==> src/rtl/dma_responder.sv <==
`default_nettype none
// ============================================================================
// Module   : dma_responder
// Purpose  : Responder side of the controller-to-DMA command handshake for
//            the inverted-residual-block accelerator. Accepts one command at
//            a time and either loads external memory into an on-chip buffer
//            (layer info word, FMI tile, KEX/KPW/KDW kernels) or stores the
//            output buffer to external memory (FMO tile). Completion is a
//            single-cycle f_dma pulse.
// Ports    : clk, rst                      - clock, sync active-high reset
//            s_dma, dma_op, dma_info*,
//            dma_mem_info*                  - command from controller
//            f_dma, busy, err_op, err_busy  - status
//            inf_conv, tag_info1/2          - latched layer info / loop tags
//            mem_*                          - external memory request port
//            buf_*                          - on-chip buffer port
//            perf_rd_cycles, perf_wr_cycles - busy-cycle counters
// Options  : DMA_PERF_CNT_EN - when defined, perf_* count cycles spent in the
//            read / write burst states; otherwise they are tied to zero.
// Revision : 1.0 - initial release
// ============================================================================
module dma_responder #(
    parameter int          DATA_W    = 32,
    parameter int          BUF_AW    = 12,
    parameter int          MAX_OUTST = 4,
    parameter logic [31:0] INF_BASE  = 32'h0000_0000,
    parameter logic [31:0] FMI_BASE  = 32'h0001_0000,
    parameter logic [31:0] KEX_BASE  = 32'h0010_0000,
    parameter logic [31:0] KPW_BASE  = 32'h0020_0000,
    parameter logic [31:0] KDW_BASE  = 32'h0030_0000,
    parameter logic [31:0] FMO_BASE  = 32'h0040_0000,
    parameter int          LEN_FMI   = 256,
    parameter int          LEN_KEX   = 64,
    parameter int          LEN_KPW   = 64,
    parameter int          LEN_KDW   = 72,
    parameter int          LEN_FMO   = 128
) (
    input  logic              clk,
    input  logic              rst,
    input  logic              s_dma,
    input  logic [2:0]        dma_op,
    input  logic [31:0]       dma_info1,
    input  logic [31:0]       dma_info2,
    input  logic [31:0]       dma_mem_info1,
    input  logic [31:0]       dma_mem_info2,
    output logic              f_dma,
    output logic              busy,
    output logic [63:0]       inf_conv,
    output logic [31:0]       tag_info1,
    output logic [31:0]       tag_info2,
    output logic              err_op,
    output logic              err_busy,
    output logic              mem_rd_req,
    output logic              mem_wr_req,
    output logic [31:0]       mem_addr,
    output logic [DATA_W-1:0] mem_wdata,
    input  logic              mem_gnt,
    input  logic              mem_rvalid,
    input  logic [DATA_W-1:0] mem_rdata,
    output logic [2:0]        buf_sel,
    output logic              buf_we,
    output logic              buf_re,
    output logic [BUF_AW-1:0] buf_addr,
    output logic [DATA_W-1:0] buf_wdata,
    input  logic [DATA_W-1:0] buf_rdata,
    output logic [63:0]       perf_rd_cycles,
    output logic [63:0]       perf_wr_cycles
);

    // Counters are one bit wider than the buffer address so a full
    // 2^BUF_AW burst length is representable.
    localparam int              c_cw        = BUF_AW + 1;
    localparam int              c_pad       = 32 - c_cw;
    localparam logic [c_cw-1:0] c_one       = c_cw'(1);
    localparam logic [c_cw-1:0] c_len_inf   = c_cw'(2);
    localparam logic [c_cw-1:0] c_len_fmi   = c_cw'(LEN_FMI);
    localparam logic [c_cw-1:0] c_len_kex   = c_cw'(LEN_KEX);
    localparam logic [c_cw-1:0] c_len_kpw   = c_cw'(LEN_KPW);
    localparam logic [c_cw-1:0] c_len_kdw   = c_cw'(LEN_KDW);
    localparam logic [c_cw-1:0] c_len_fmo   = c_cw'(LEN_FMO);
    localparam logic [3:0]      c_max_outst = 4'(MAX_OUTST);

    localparam logic [1:0] c_st_idle = 2'd0;
    localparam logic [1:0] c_st_rd   = 2'd1;
    localparam logic [1:0] c_st_wr   = 2'd2;
    localparam logic [1:0] c_st_done = 2'd3;

    logic [1:0]        r_state;
    logic [2:0]        r_op;
    logic [31:0]       r_start;
    logic [c_cw-1:0]   r_len;
    logic [c_cw-1:0]   r_issued;
    logic [c_cw-1:0]   r_received;
    logic [3:0]        r_outst;
    logic [c_cw-1:0]   r_k;
    logic [c_cw-1:0]   r_sent;
    logic              r_rd_pend;
    logic              r_stg_valid;
    logic [DATA_W-1:0] r_stg_data;
    logic [63:0]       r_inf_conv;
    logic [31:0]       r_tag1;
    logic [31:0]       r_tag2;
    logic              r_err_op;
    logic              r_err_busy;

    logic [31:0]       w_base;
    logic [c_cw-1:0]   w_len;
    logic [31:0]       w_start;
    logic              w_in_rd;
    logic              w_in_wr;
    logic              w_rd_req;
    logic              w_rd_gnt;
    logic              w_rd_rcv;
    logic              w_have;
    logic [DATA_W-1:0] w_wdata;
    logic              w_wr_req;
    logic              w_wr_fire;
    logic              w_buf_re;

    always_comb begin
        w_base = INF_BASE;
        w_len  = c_len_inf;
        case (dma_op)
            3'd1:    begin w_base = FMI_BASE; w_len = c_len_fmi; end
            3'd2:    begin w_base = KEX_BASE; w_len = c_len_kex; end
            3'd3:    begin w_base = KPW_BASE; w_len = c_len_kpw; end
            3'd4:    begin w_base = KDW_BASE; w_len = c_len_kdw; end
            3'd5:    begin w_base = FMO_BASE; w_len = c_len_fmo; end
            default: ;
        endcase
    end

    // The layer info word lives at a fixed address; offsets do not apply.
    assign w_start = (dma_op == 3'd0) ? INF_BASE
                                      : (w_base + dma_mem_info1 + dma_mem_info2);

    assign w_in_rd  = (r_state == c_st_rd);
    assign w_in_wr  = (r_state == c_st_wr);
    assign w_rd_req = w_in_rd && (r_issued < r_len) && (r_outst < c_max_outst);
    assign w_rd_gnt = w_rd_req && mem_gnt;
    // Read data arriving outside a read burst (e.g. after an abort) is dropped.
    assign w_rd_rcv = w_in_rd && mem_rvalid;

    // Write staging: the word read from the buffer last cycle is presented
    // straight from buf_rdata; if it is not granted it is captured in
    // r_stg_data. A new buffer read is only launched when the slot will be
    // free next cycle, so a word is never overwritten before it is sent and
    // back-to-back grants still move one word per cycle.
    assign w_have    = r_rd_pend || r_stg_valid;
    assign w_wdata   = r_rd_pend ? buf_rdata : r_stg_data;
    assign w_wr_req  = w_in_wr && w_have;
    assign w_wr_fire = w_wr_req && mem_gnt;
    assign w_buf_re  = w_in_wr && (r_k < r_len) && (!w_have || w_wr_fire);

    always_ff @(posedge clk) begin
        if (rst) begin
            r_state     <= c_st_idle;
            r_op        <= '0;
            r_start     <= '0;
            r_len       <= '0;
            r_issued    <= '0;
            r_received  <= '0;
            r_outst     <= '0;
            r_k         <= '0;
            r_sent      <= '0;
            r_rd_pend   <= 1'b0;
            r_stg_valid <= 1'b0;
            r_stg_data  <= '0;
            r_inf_conv  <= '0;
            r_tag1      <= '0;
            r_tag2      <= '0;
            r_err_op    <= 1'b0;
            r_err_busy  <= 1'b0;
        end else begin
            if (s_dma && (r_state != c_st_idle)) begin
                r_err_busy <= 1'b1;
            end
            case (r_state)
                c_st_idle: begin
                    if (s_dma) begin
                        r_op        <= dma_op;
                        r_tag1      <= dma_info1;
                        r_tag2      <= dma_info2;
                        r_start     <= w_start;
                        r_len       <= w_len;
                        r_issued    <= '0;
                        r_received  <= '0;
                        r_outst     <= '0;
                        r_k         <= '0;
                        r_sent      <= '0;
                        r_rd_pend   <= 1'b0;
                        r_stg_valid <= 1'b0;
                        if (dma_op <= 3'd4) begin
                            r_state <= c_st_rd;
                        end else if (dma_op == 3'd5) begin
                            r_state <= c_st_wr;
                        end else begin
                            r_state  <= c_st_done;
                            r_err_op <= 1'b1;
                        end
                    end
                end
                c_st_rd: begin
                    if (w_rd_gnt) begin
                        r_issued <= r_issued + c_one;
                    end
                    r_outst <= r_outst + {3'b000, w_rd_gnt} - {3'b000, w_rd_rcv};
                    if (w_rd_rcv) begin
                        r_received <= r_received + c_one;
                        if (r_op == 3'd0) begin
                            if (r_received == '0) begin
                                r_inf_conv[31:0] <= mem_rdata[31:0];
                            end else begin
                                r_inf_conv[63:32] <= mem_rdata[31:0];
                            end
                        end
                        if ((r_received + c_one) == r_len) begin
                            r_state <= c_st_done;
                        end
                    end
                end
                c_st_wr: begin
                    if (w_buf_re) begin
                        r_k <= r_k + c_one;
                    end
                    r_rd_pend   <= w_buf_re;
                    r_stg_valid <= w_have && !w_wr_fire;
                    if (r_rd_pend && !w_wr_fire) begin
                        r_stg_data <= buf_rdata;
                    end
                    if (w_wr_fire) begin
                        r_sent <= r_sent + c_one;
                        if ((r_sent + c_one) == r_len) begin
                            r_state <= c_st_done;
                        end
                    end
                end
                c_st_done: r_state <= c_st_idle;
                default:   r_state <= c_st_idle;
            endcase
        end
    end

    assign f_dma      = (r_state == c_st_done);
    assign busy       = (r_state != c_st_idle);
    assign inf_conv   = r_inf_conv;
    assign tag_info1  = r_tag1;
    assign tag_info2  = r_tag2;
    assign err_op     = r_err_op;
    assign err_busy   = r_err_busy;
    assign mem_rd_req = w_rd_req;
    assign mem_wr_req = w_wr_req;
    assign mem_addr   = w_in_rd ? (r_start + {{c_pad{1'b0}}, r_issued}) :
                        w_in_wr ? (r_start + {{c_pad{1'b0}}, r_sent})   : 32'h0;
    assign mem_wdata  = w_wr_req ? w_wdata : '0;
    assign buf_sel    = r_op;
    assign buf_we     = w_rd_rcv && (r_op != 3'd0);
    assign buf_re     = w_buf_re;
    assign buf_addr   = w_in_rd ? r_received[BUF_AW-1:0] :
                        w_in_wr ? r_k[BUF_AW-1:0]        : '0;
    assign buf_wdata  = buf_we ? mem_rdata : '0;

`ifdef DMA_PERF_CNT_EN
    logic [63:0] r_perf_rd;
    logic [63:0] r_perf_wr;

    always_ff @(posedge clk) begin
        if (rst) begin
            r_perf_rd <= '0;
            r_perf_wr <= '0;
        end else begin
            if (w_in_rd) r_perf_rd <= r_perf_rd + 64'd1;
            if (w_in_wr) r_perf_wr <= r_perf_wr + 64'd1;
        end
    end

    assign perf_rd_cycles = r_perf_rd;
    assign perf_wr_cycles = r_perf_wr;
`else
    assign perf_rd_cycles = 64'd0;
    assign perf_wr_cycles = 64'd0;
`endif

endmodule
`default_nettype wire

==> config.mk <==
export PLATFORM = sky130hd
export DESIGN_NAME = dma_responder
export DESIGN_NICKNAME = d
export VERILOG_FILES = /design/src/rtl/dma_responder.sv
export SDC_FILE = /design/constraint.sdc
export NUM_CORES = 1
export LEC_CHECK = 0
export ABC_AREA = 1
export BUFFER_PORTS_ARGS = -buffer_cell sky130_fd_sc_hd__clkbuf_2
export CORE_AREA = 4 4 219 221
export DETAILED_ROUTE_END_ITERATION = 10
export DIE_AREA = 0 0 223 225
export PLACE_DENSITY = 0.71
export SETUP_SLACK_MARGIN = 0.02
export SYNTH_ARGS = -nofsm -noshare
export SYNTH_HDL_FRONTEND = slang
export SYNTH_SLANG_ARGS = --single-unit
==> constraint.sdc <==
create_clock -name clk -period 3.5 [get_ports clk]
set_input_delay 0.175 -clock clk [delete_from_list [all_inputs] [get_ports clk]]
set_output_delay 0.175 -clock clk [all_outputs]
set_load 0.02 [all_outputs]
==> flow_summary_export.csv, run 1 <==
group,metric,value,unit
setup_path,crit_path_end,"buf_addr[2]",
die,pin_count,575,
die,die_w,223,um
synthesis,yosysWarnings,0,
detailed_routing,drtPass1Iterations,7,
grt,grt_max_degree,124,
die,die_y,225,um
setup_path,path_class,"reg -> out",
power_and_ir_drop,power,11.7,mW
synthesis,yosysMostFrequentCell,"nand2_1",
clocking,cts_tree,"built",
synthesis,syn-cell-area,17200,um2
detailed_routing,drc_errors,0,
setup_path,r2r-start,"r_len[8]",
power_and_ir_drop,powerDensity,530,nW/um2
detailed_routing,routed_wirelength,61800,um
clocking,cts_inserted_buffers,31,
clocking,path_clk_slew,0.06,ns
synthesis,ys.flop_type,"dfxtp_1",
setup_path,slowest_delay,0.50,ns
synthesis,yosysSeqAreaShare,30.4,%
placed_design,hpwl,47200,um
sta,fin_crit_sh,94.9,%
detailed_routing,wl_per_cell,16.3,um
setup_path,arrival,3.15,ns
setup_path,worst_path_max_delay_cell,"o21ai_0",
setup_path,required,3.32,ns
grt,grt_use_total,22.9,%
grt,grt-ovfl-total,0,
synthesis,synth-edff-count,0,
setup_path,cp-start-kind,"register",
sta,max_freq,0.301,GHz
clocking,h-tree-depth,1,
sta,relSlewSlack,25.2,%
die,start_util,37.3,%
synthesis,synthArstFlopShare,0,%
sta,final-max-slew-violation-count,0,
die,dieArea,50200,um2
job,cap_violations,0,
min_path,min-delay-start,"dma_info2[13]",
setup_path,r2r_cells,14,
sta,period_minus_slack,3.32,ns
synthesis,synth_commonest_cells,"nand2_1 (540), nor2_1 (352), dfxtp_1 (262)",
synthesis,synth_top_area_share,30.4,%
sta,finalHoldViolCount,0,
setup_path,rrSetupSlack,0.69,ns
die,num_rows,79,
synthesis,postSynthAreaPerCell,6.59,um2
detailed_routing,viasPerCell,4.95,
detailed_routing,ant_nets,0,
power_and_ir_drop,leakage,10.8,nW
setup_path,end_kind,"output pin",
sta,setup_violations,0,
synthesis,syn_inst,2614,
finish,nets,3465,
setup_path,path_max_fanout,22,
detailed_routing,initialDrtViolationCount,1362,
setup_path,reg2reg_to,"r_outst[2]",
outcome,outcome,"complete, no violations",
grt,grt_pass1_wl,94400,um
sta,rsz0062_at_grt,"true",
clocking,clkSinkCount,262,
power_and_ir_drop,peakVddDrop,0.416,mV
setup_path,path_cells,"inv_1 > ha_1 > inv_2 > nor2_1 > buf_4 > inv_1 > o21ai_0 > clkbuf_2",
placed_design,port_buffers,446,
synthesis,synth_largest_area_cell,"dfxtp_1",
synthesis,synth.distinct_cells,53,
placed_design,dp_cells,3590,
finish,drive_gt1_share,19.0,%
min_path,hold_path_class,"in -> reg",
clocking,cts_max_path_buffers,3,
finish,n_fill_cell,4717,
grt,grt_pass1_vias,17082,
synthesis,ys_ff_latch,262,
sta,finClkSkew,0.0163,ns
placed_design,gp_congestion,0.951,
grt,antenna_found_initial,2,
synthesis,ys_top_cells_by_area,"dfxtp_1 (30%), nand2_1 (12%), ha_1 (7.9%)",
die,coreArea,46200,um2
sta,max_slew.worst_pin.slew,1.12,ns
clocking,cts-root-buf,"clkbuf_16",
finish,syn_to_final_growth,28.2,%
setup_path,crit_top_cell,"inv_1",
clocking,insertion_delay,0.59,ns
finish,layout.cells.non_filler,3784,
detailed_routing,vias,18712,
setup_path,critPathLaunch,"r_state[0]",
layer usage:
metal / up-vias / wire length (um) / GRT usage [%]
li1: 9341 / - / -
met3: 125 / 4780 / 4.32
met5: - / 0 / 0
met1: 8484 / 27300 / 31.7
met2: 762 / 27400 / 36.0
met4: 0 / 2240 / 7.87
layout make-up:
class | count | area (um2) | share of cell area [%]
flip-flops and latches | 262 | 5250 | 23.8
multi-input cells | 1996 | 10200 | 46.0
inverters | 257 | 967 | 4.38
well taps | 607 | 759 | 3.44
clock inverters | 23 | 383 | 1.73
clock buffers | 35 | 811 | 3.67
diodes | 4 | 10.0 | 0.0453
repair buffers | 600 | 3760 | 17.0
worst max-delay path, delay by kind of cell, from the launching register on:
family	cells	cell delay (ns)
adders and majority gates	1	0.31
DFF	1	0.33
and+or+nand+nor	1	0.18
buffers and inverters	5	1.23
AOI/OAI and AO/OA	1	0.50
state kept, by name, summed over array words and instances, names as in the netlist, 3 cells and up:
signal,cells
inf_conv,64
r_issued,13
tag_info1,32
r_received,13
r_start,32
r_len,5
tag_info2,32
r_k,13
buf_sel,3
r_outst,4
r_stg_data,32
r_sent,13
how the worst min path moves through the flow:
stage	to	slack [ns]	cells past startpoint
2_1_floorplan	err_busy	0.32	2
3_3_place_gp	tag_info2[27]	0.43	3
3_5_place_dp	tag_info2[9]	0.43	3
4_1_cts	r_start[0]	0.005	4
5_1_grt	tag_info2[13]	0.05	3
6_report	tag_info2[13]	0.04	3
metrics by stage:
step                      setup TNS, ns  util (%)  hold WS (ns)  area (um2)  worst slack [ns]
after CTS                             0      47.8       0.00530       22100            0.0237
after global placement                0      42.3         0.426       19500             0.323
after global routing             -0.236      47.8        0.0473       22100           -0.0604
after detailed placement              0      42.3         0.435       19500             0.272
after floorplan                       0         -         0.320       17700             0.832
final                                 0      47.9        0.0397       22100             0.177
repair_timing:
action,CTS,global route
hold buffers,132,0
resized for setup,0,9
endpoints found under the setup margin,0,16
buffers inserted,0,0
endpoints found under the hold margin,164,0
where the power goes:
group	internal (mW)	total, mW	switching (mW)	leakage (nW)
clock network	2.35	3.75	1.40	0.575
logic	1.31	4.27	2.96	8.06
registers	3.37	3.70	0.335	2.13
cells by family (layout without fill, tap and decap cells):
family                   count (synthesis)  in the layout  share of synthesized area, %
adder cells (fa/ha/maj)                117            117                          8.84
AO/OA/AOI/OAI                          573            573                          17.4
buffers and inverters                  483            915                          13.6
XOR/XNOR                                30             30                          1.57
other                                    1            132                        0.0218
flip-flops                             262            262                          30.4
AND/OR/NAND/NOR                       1148           1148                          28.1
layout by cell type, fill, tap and decap left out, types with 11 or more instances in the layout:
cell and instances:
a21oi_1 257, xor2_1 17, nand3_1 143, o21ai_1 12, xnor2_1 12, nand4_1 19
clkbuf_2 445, ha_1 109, inv_1 244, buf_4 19, nand2_1 537, o22ai_1 13
dfxtp_1 260, or2_2 15, nand2_2 11, o21ai_0 249, nor2_1 350, nor3_1 32
clkbuf_16 31, dlygate4sd3_1 132, inv_2 11, conb_1 128
(Power assumes the default switching activity.)
==> inputs of run 2 (changes only) <==
- CORE_AREA: 4 4 219 221 -> 2 2 224 226
- DIE_AREA: 0 0 223 225 -> 0 0 226 228
- PLACE_DENSITY: 0.71 -> 0.68
==> flow_summary_export.csv, run 2 (synthesis gave the netlist of run 1 again) <==
group,metric,value,unit
sta,fin_crit_sh,92.9,%
setup_path,crit_buf_inv,4,
job,cap_violations,0,
setup_path,reg2reg_to,"r_outst[2]",
setup_path,path_max_fanout,8,
die,pin_count,575,
setup_path,slowest_delay,0.44,ns
finish,nets,3461,
setup_path,cpLargestDelayFamily,"simple AND/OR/NAND/NOR gates",
detailed_routing,ant_nets,0,
setup_path,required,3.32,ns
clocking,h-tree-depth,1,
finish,n_fill_cell,5216,
clocking,cts_inserted_buffers,30,
grt,antenna_found_initial,1,
clocking,cts_tree,"built",
placed_design,hpwl,46600,um
setup_path,path_cells,"ha_1 > inv_1 > fa_1 > inv_1 > nand3_1 > nand2_1 > a21oi_2 > inv_1 > nand2_1 > nand2_2 > nand2_1 > nor2_2 > nand2_1 > nand2_1 > nand3_1 > o21ai_1 > clkbuf_2",
sta,max_slew.worst_pin.slew,1.08,ns
sta,rsz0062_at_grt,"true",
finish,layout_commonest_cell,"nand2_1",
min_path,hold_path_depth,3,
sta,finalHoldViolCount,0,
power_and_ir_drop,powerDensity,508,nW/um2
detailed_routing,routed_wirelength,61700,um
die,die_y,228,um
grt,grt-ovfl-total,0,
finish,multi_input_area,10200,um2
die,start_util,34.9,%
setup_path,path_class,"reg -> out",
clocking,clkSinkCount,262,
power_and_ir_drop,peakVddDrop,0.314,mV
setup_path,cp-start-kind,"register",
sta,finClkSkew,0.0157,ns
detailed_routing,drtPass1Iterations,5,
power_and_ir_drop,leakage,10.6,nW
detailed_routing,viasPerCell,4.85,
outcome,outcome,"complete, no violations",
clocking,post_cts.repair.setup_buffers,0,
sta,max_freq,0.308,GHz
power_and_ir_drop,power,11.1,mW
sta,final-max-slew-violation-count,0,
sta,setup_tns,0,ns
setup_path,crit_top_cell,"nand2_1",
min_path,min_to,"tag_info2[15]",
setup_path,arrival,3.08,ns
grt,grt_max_degree,86,
placed_design,gp_congestion,0.927,
die,dieArea,51500,um2
setup_path,rrSetupSlack,0.77,ns
finish,drive_gt1_share,18.6,%
grt,grt_pass1_wl,95000,um
clocking,insertion_delay,0.59,ns
die,die_w,226,um
finish,syn_to_final_growth,27.0,%
finish,regArea,5250,um2
min_path,hold_path_class,"in -> reg",
clocking,cts-root-buf,"clkbuf_16",
finish,largest_reg_flops,64,
detailed_routing,drc_errors,0,
die,coreArea,49300,um2
grt,grt_pass1_vias,17268,
setup_path,end_kind,"output pin",
setup_path,worst_path_max_delay_cell,"dfxtp_1",
min_path,min-delay-start,"dma_info2[15]",
detailed_routing,vias,18634,
setup_path,r2r-start,"r_len[8]",
grt,grt_use_total,23.2,%
clocking,path_clk_slew,0.06,ns
placed_design,port_buffers,446,
die,num_rows,82,
sta,setup_violations,0,
clocking,cts_max_path_buffers,3,
detailed_routing,wl_per_cell,16.1,um
finish,mostFrequentLayoutCells,"nand2_1 (538), clkbuf_2 (445), nor2_1 (350), dfxtp_1 (262), a21oi_1 (258)",
sta,relSlewSlack,27.7,%
setup_path,r2r_cells,14,
sta,period_minus_slack,3.25,ns
detailed_routing,initialDrtViolationCount,1332,
## run 2: routing by layer
metal	GRT usage (%)	vias to the layer above	part of all wire, %
li1	-	9342	-
met1	30.8	8476	44
met2	36.8	694	45
met3	4.55	122	7.6
met4	8.96	0	3.8
met5	0	-	0
## run 2: power breakdown
part / switching, mW / total [mW] / internal, mW
clock: 1.39 / 3.14 / 1.75
sequential: 0.352 / 3.72 / 3.37
combinational: 2.97 / 4.26 / 1.29
total: 4.71 / 11.1 / 6.40
## run 2: how the worst max path moves through the flow
stage | cells after the start | slack (ns) | end | start
2_1_floorplan | 16 | 0.83 | r_start[26] | dma_op[1]
3_3_place_gp | 17 | 0.34 | r_start[26] | dma_op[1]
3_5_place_dp | 17 | 0.29 | r_start[26] | dma_op[1]
4_1_cts | 17 | 0.12 | mem_addr[28] | r_start[0]
5_1_grt | 17 | 0.007 | mem_addr[28] | r_issued[0]
6_report | 17 | 0.25 | mem_addr[28] | r_start[0]
## run 2: worst register-to-register path, stage by stage, from the launching register on
cell      delay, ns
dfxtp_1        0.37
inv_1          0.11
ha_1           0.32
nand2_1        0.06
nand4_1        0.08
nor3_1         0.12
a21boi_2       0.24
nand2_2        0.10
ha_1           0.28
inv_1          0.04
ha_1           0.19
fa_1           0.38
xor2_1         0.17
nand2_1        0.06
a21oi_1        0.06
## run 2: final cells by class
| class | count | area share, % |
|---|---|---|
| inverters | 257 | 4.42 |
| multi-input cells | 1996 | 46.4 |
| clock buffers | 41 | 3.80 |
| well taps | 672 | 3.84 |
| repair buffers | 597 | 16.9 |
| clock inverters | 14 | 0.618 |
| diodes | 1 | 0.0114 |
| flip-flops and latches | 262 | 24.0 |
## run 2: metrics by stage
stage               hold WS (ns)  util (%)  std cells  worst slack (ns)  area, um2
CTS                       0.0203      44.3       3839             0.120      21900
finish                    0.0795      44.3       3840             0.249      21900
floorplan                  0.320         -       2741             0.832      17700
global route              0.0515      44.3       3840           0.00737      21900
global placement           0.424      39.7       3654             0.337      19600
detailed placement         0.432      39.7       3654             0.293      19600
## run 2: timing repair
item | in CTS | in global routing
hold endpoints to repair | 162 | 0
setup endpoints to repair | 0 | 5
resized for setup | 0 | 4
hold buffers | 130 | 0
==> inputs of run 3 (changes only) <==
- CTS_BUF_LIST: not set -> sky130_fd_sc_hd__clkbuf_4 sky130_fd_sc_hd__clkbuf_8 sky130_fd_sc_hd__clkbuf_16
==> flow_summary_export.csv, run 3 (synthesis gave the netlist of run 1 again) <==
group,metric,value,unit
clocking,path_clk_slew,0.06,ns
placed_design,place_area,19600,um2
finish,mostFrequentLayoutCells,"nand2_1 (538), clkbuf_2 (445), nor2_1 (350), dfxtp_1 (262), a21oi_1 (258)",
placed_design,port_buffers,446,
clocking,cts_tree,"built",
finish,largest_reg_flops,64,
grt,grt_pass1_vias,17257,
sta,max_slew.worst_pin.slew,1.07,ns
job,cap_violations,0,
finish,drive_gt1_share,18.9,%
placed_design,hpwl,46600,um
power_and_ir_drop,leakage,10.7,nW
min_path,hold_path_class,"in -> reg",
sta,final-max-slew-violation-count,0,
clocking,cts-root-buf,"clkbuf_16",
sta,max_freq,0.307,GHz
power_and_ir_drop,p_switching,4.71,mW
detailed_routing,viasPerCell,4.85,
setup_path,worst_path_max_delay_cell,"dfxtp_1",
power_and_ir_drop,switching_share,42.2,%
sta,fin_crit_sh,92.9,%
setup_path,arrival,3.08,ns
finish,layout_commonest_cell,"nand2_1",
sta,period_minus_slack,3.25,ns
power_and_ir_drop,powerDensity,510,nW/um2
setup_path,end_kind,"output pin",
sta,finalHoldViolCount,0,
clocking,cts_max_path_buffers,3,
detailed_routing,ant_nets,0,
placed_design,dp_cells,3654,
setup_path,path_max_fanout,8,
finish,n_fill_cell,5208,
detailed_routing,initialDrtViolationCount,1369,
die,num_rows,82,
clocking,clkSinkCount,262,
finish,layout.cells.non_filler,3840,
detailed_routing,routed_wirelength,61700,um
finish,final_area,21900,um2
sta,setup_violations,0,
clocking,insertion_delay,0.59,ns
finish,syn_to_final_growth,27.1,%
finish,regArea,5250,um2
finish,multi_input_area,10200,um2
setup_path,cp-start-kind,"register",
die,dieArea,51500,um2
setup_path,required,3.32,ns
clocking,cts_inserted_buffers,30,
setup_path,crit_top_cell,"nand2_1",
grt,antenna_found_initial,1,
grt,grt_max_degree,86,
detailed_routing,vias,18619,
grt,grt_use_total,23.2,%
power_and_ir_drop,p_int,6.46,mW
sta,setup_tns,0,ns
placed_design,gp_congestion,0.927,
sta,relSlewSlack,28.5,%
detailed_routing,drtPass1Iterations,5,
detailed_routing,drc_errors,0,
grt,grt-ovfl-total,0,
clocking,post_cts.repair.setup_buffers,0,
die,start_util,34.9,%
setup_path,slowest_delay,0.51,ns
die,pin_count,575,
die,die_w,226,um
sta,rsz0062_at_grt,"true",
die,die_y,228,um
outcome,outcome,"complete, no violations",
detailed_routing,wl_per_cell,16.1,um
power_and_ir_drop,power_frac_comb,38.1,%
finish,nets,3461,
setup_path,path_class,"reg -> out",
clocking,h-tree-depth,1,
grt,grt_pass1_wl,95000,um
die,coreArea,49300,um2
setup_path,path_cells,"inv_1 > fa_1 > inv_1 > nand3_1 > nand2_1 > a21oi_2 > inv_1 > nand2_1 > nand2_2 > nand2_1 > nor2_2 > nand2_1 > nand2_1 > nand3_1 > o21ai_1 > clkbuf_2",
power_and_ir_drop,p_seq_share,33.3,%
sta,finClkSkew,0.0155,ns
power_and_ir_drop,clockPowerShare,28.6,%
power_and_ir_drop,peakVddDrop,0.314,mV
[run 3: repair_timing]
item,4_1_cts,5_1_grt
hold buffers,130,0
endpoints found under the hold margin,162,0
resized for setup,0,4
endpoints found under the setup margin,0,5
[run 3: power groups by stage]
stage                     clock network [mW]  logic, mW  registers (mW)
after floorplan                            0       2.59            3.95
after global placement                     0       4.10            3.76
after detailed placement                   0       4.10            3.77
after CTS                               3.25       4.24            3.70
after global routing                    3.38       4.72            3.76
final                                   3.20       4.26            3.72
[run 3: cell type report]
cell class                 count  area share, %
timing repair buffer         597           16.9
inverter                     257           4.42
tap                          672           3.84
clock inverter                14          0.617
clock buffer                  41           3.92
antenna                        1         0.0114
multi-input combinational   1996           46.4
sequential                   262           23.9
[run 3: critical path: cells and delay by family (launching register included)]
family	cells	cell delay, ns
buffers and inverters	4	0.45
AOI/OAI and AO/OA	2	0.19
DFF	1	0.51
and+or+nand+nor	9	0.94
adders and majority gates	1	0.42
[run 3: through the flow]
step | power, mW | worst slack (ns) | hold WS [ns] | util [%]
global route | 11.9 | 0.00750 | 0.0515 | 44.4
detailed placement | 7.87 | 0.293 | 0.432 | 39.7
global placement | 7.85 | 0.337 | 0.424 | 39.7
CTS | 11.2 | 0.120 | 0.0203 | 44.4
floorplan | 6.55 | 0.832 | 0.320 | -
finish | 11.2 | 0.248 | 0.0742 | 44.4
[run 3: final timing paths]
| path | startpoint | endpoint | slack [ns] | depth (start not counted) |
|---|---|---|---|---|
| worst min register to register | r_k[12] | r_k[12] | 0.45 | 2 |
| worst min-delay path | dma_info2[15] | tag_info2[15] | 0.07 | 3 |
| worst max-delay path | r_start[1] | mem_addr[28] | 0.25 | 16 |
| worst max register to register | r_len[8] | r_outst[2] | 0.78 | 14 |
[run 3: routing by layer]
layer,share of wire [%],vias to the layer above,wire (um),track usage (%)
li1,-,9336,-,-
met1,44,8485,27100,30.9
met2,45,660,27600,36.9
met3,7.3,138,4520,4.52
met4,3.9,0,2430,8.88
met5,0,-,0,0
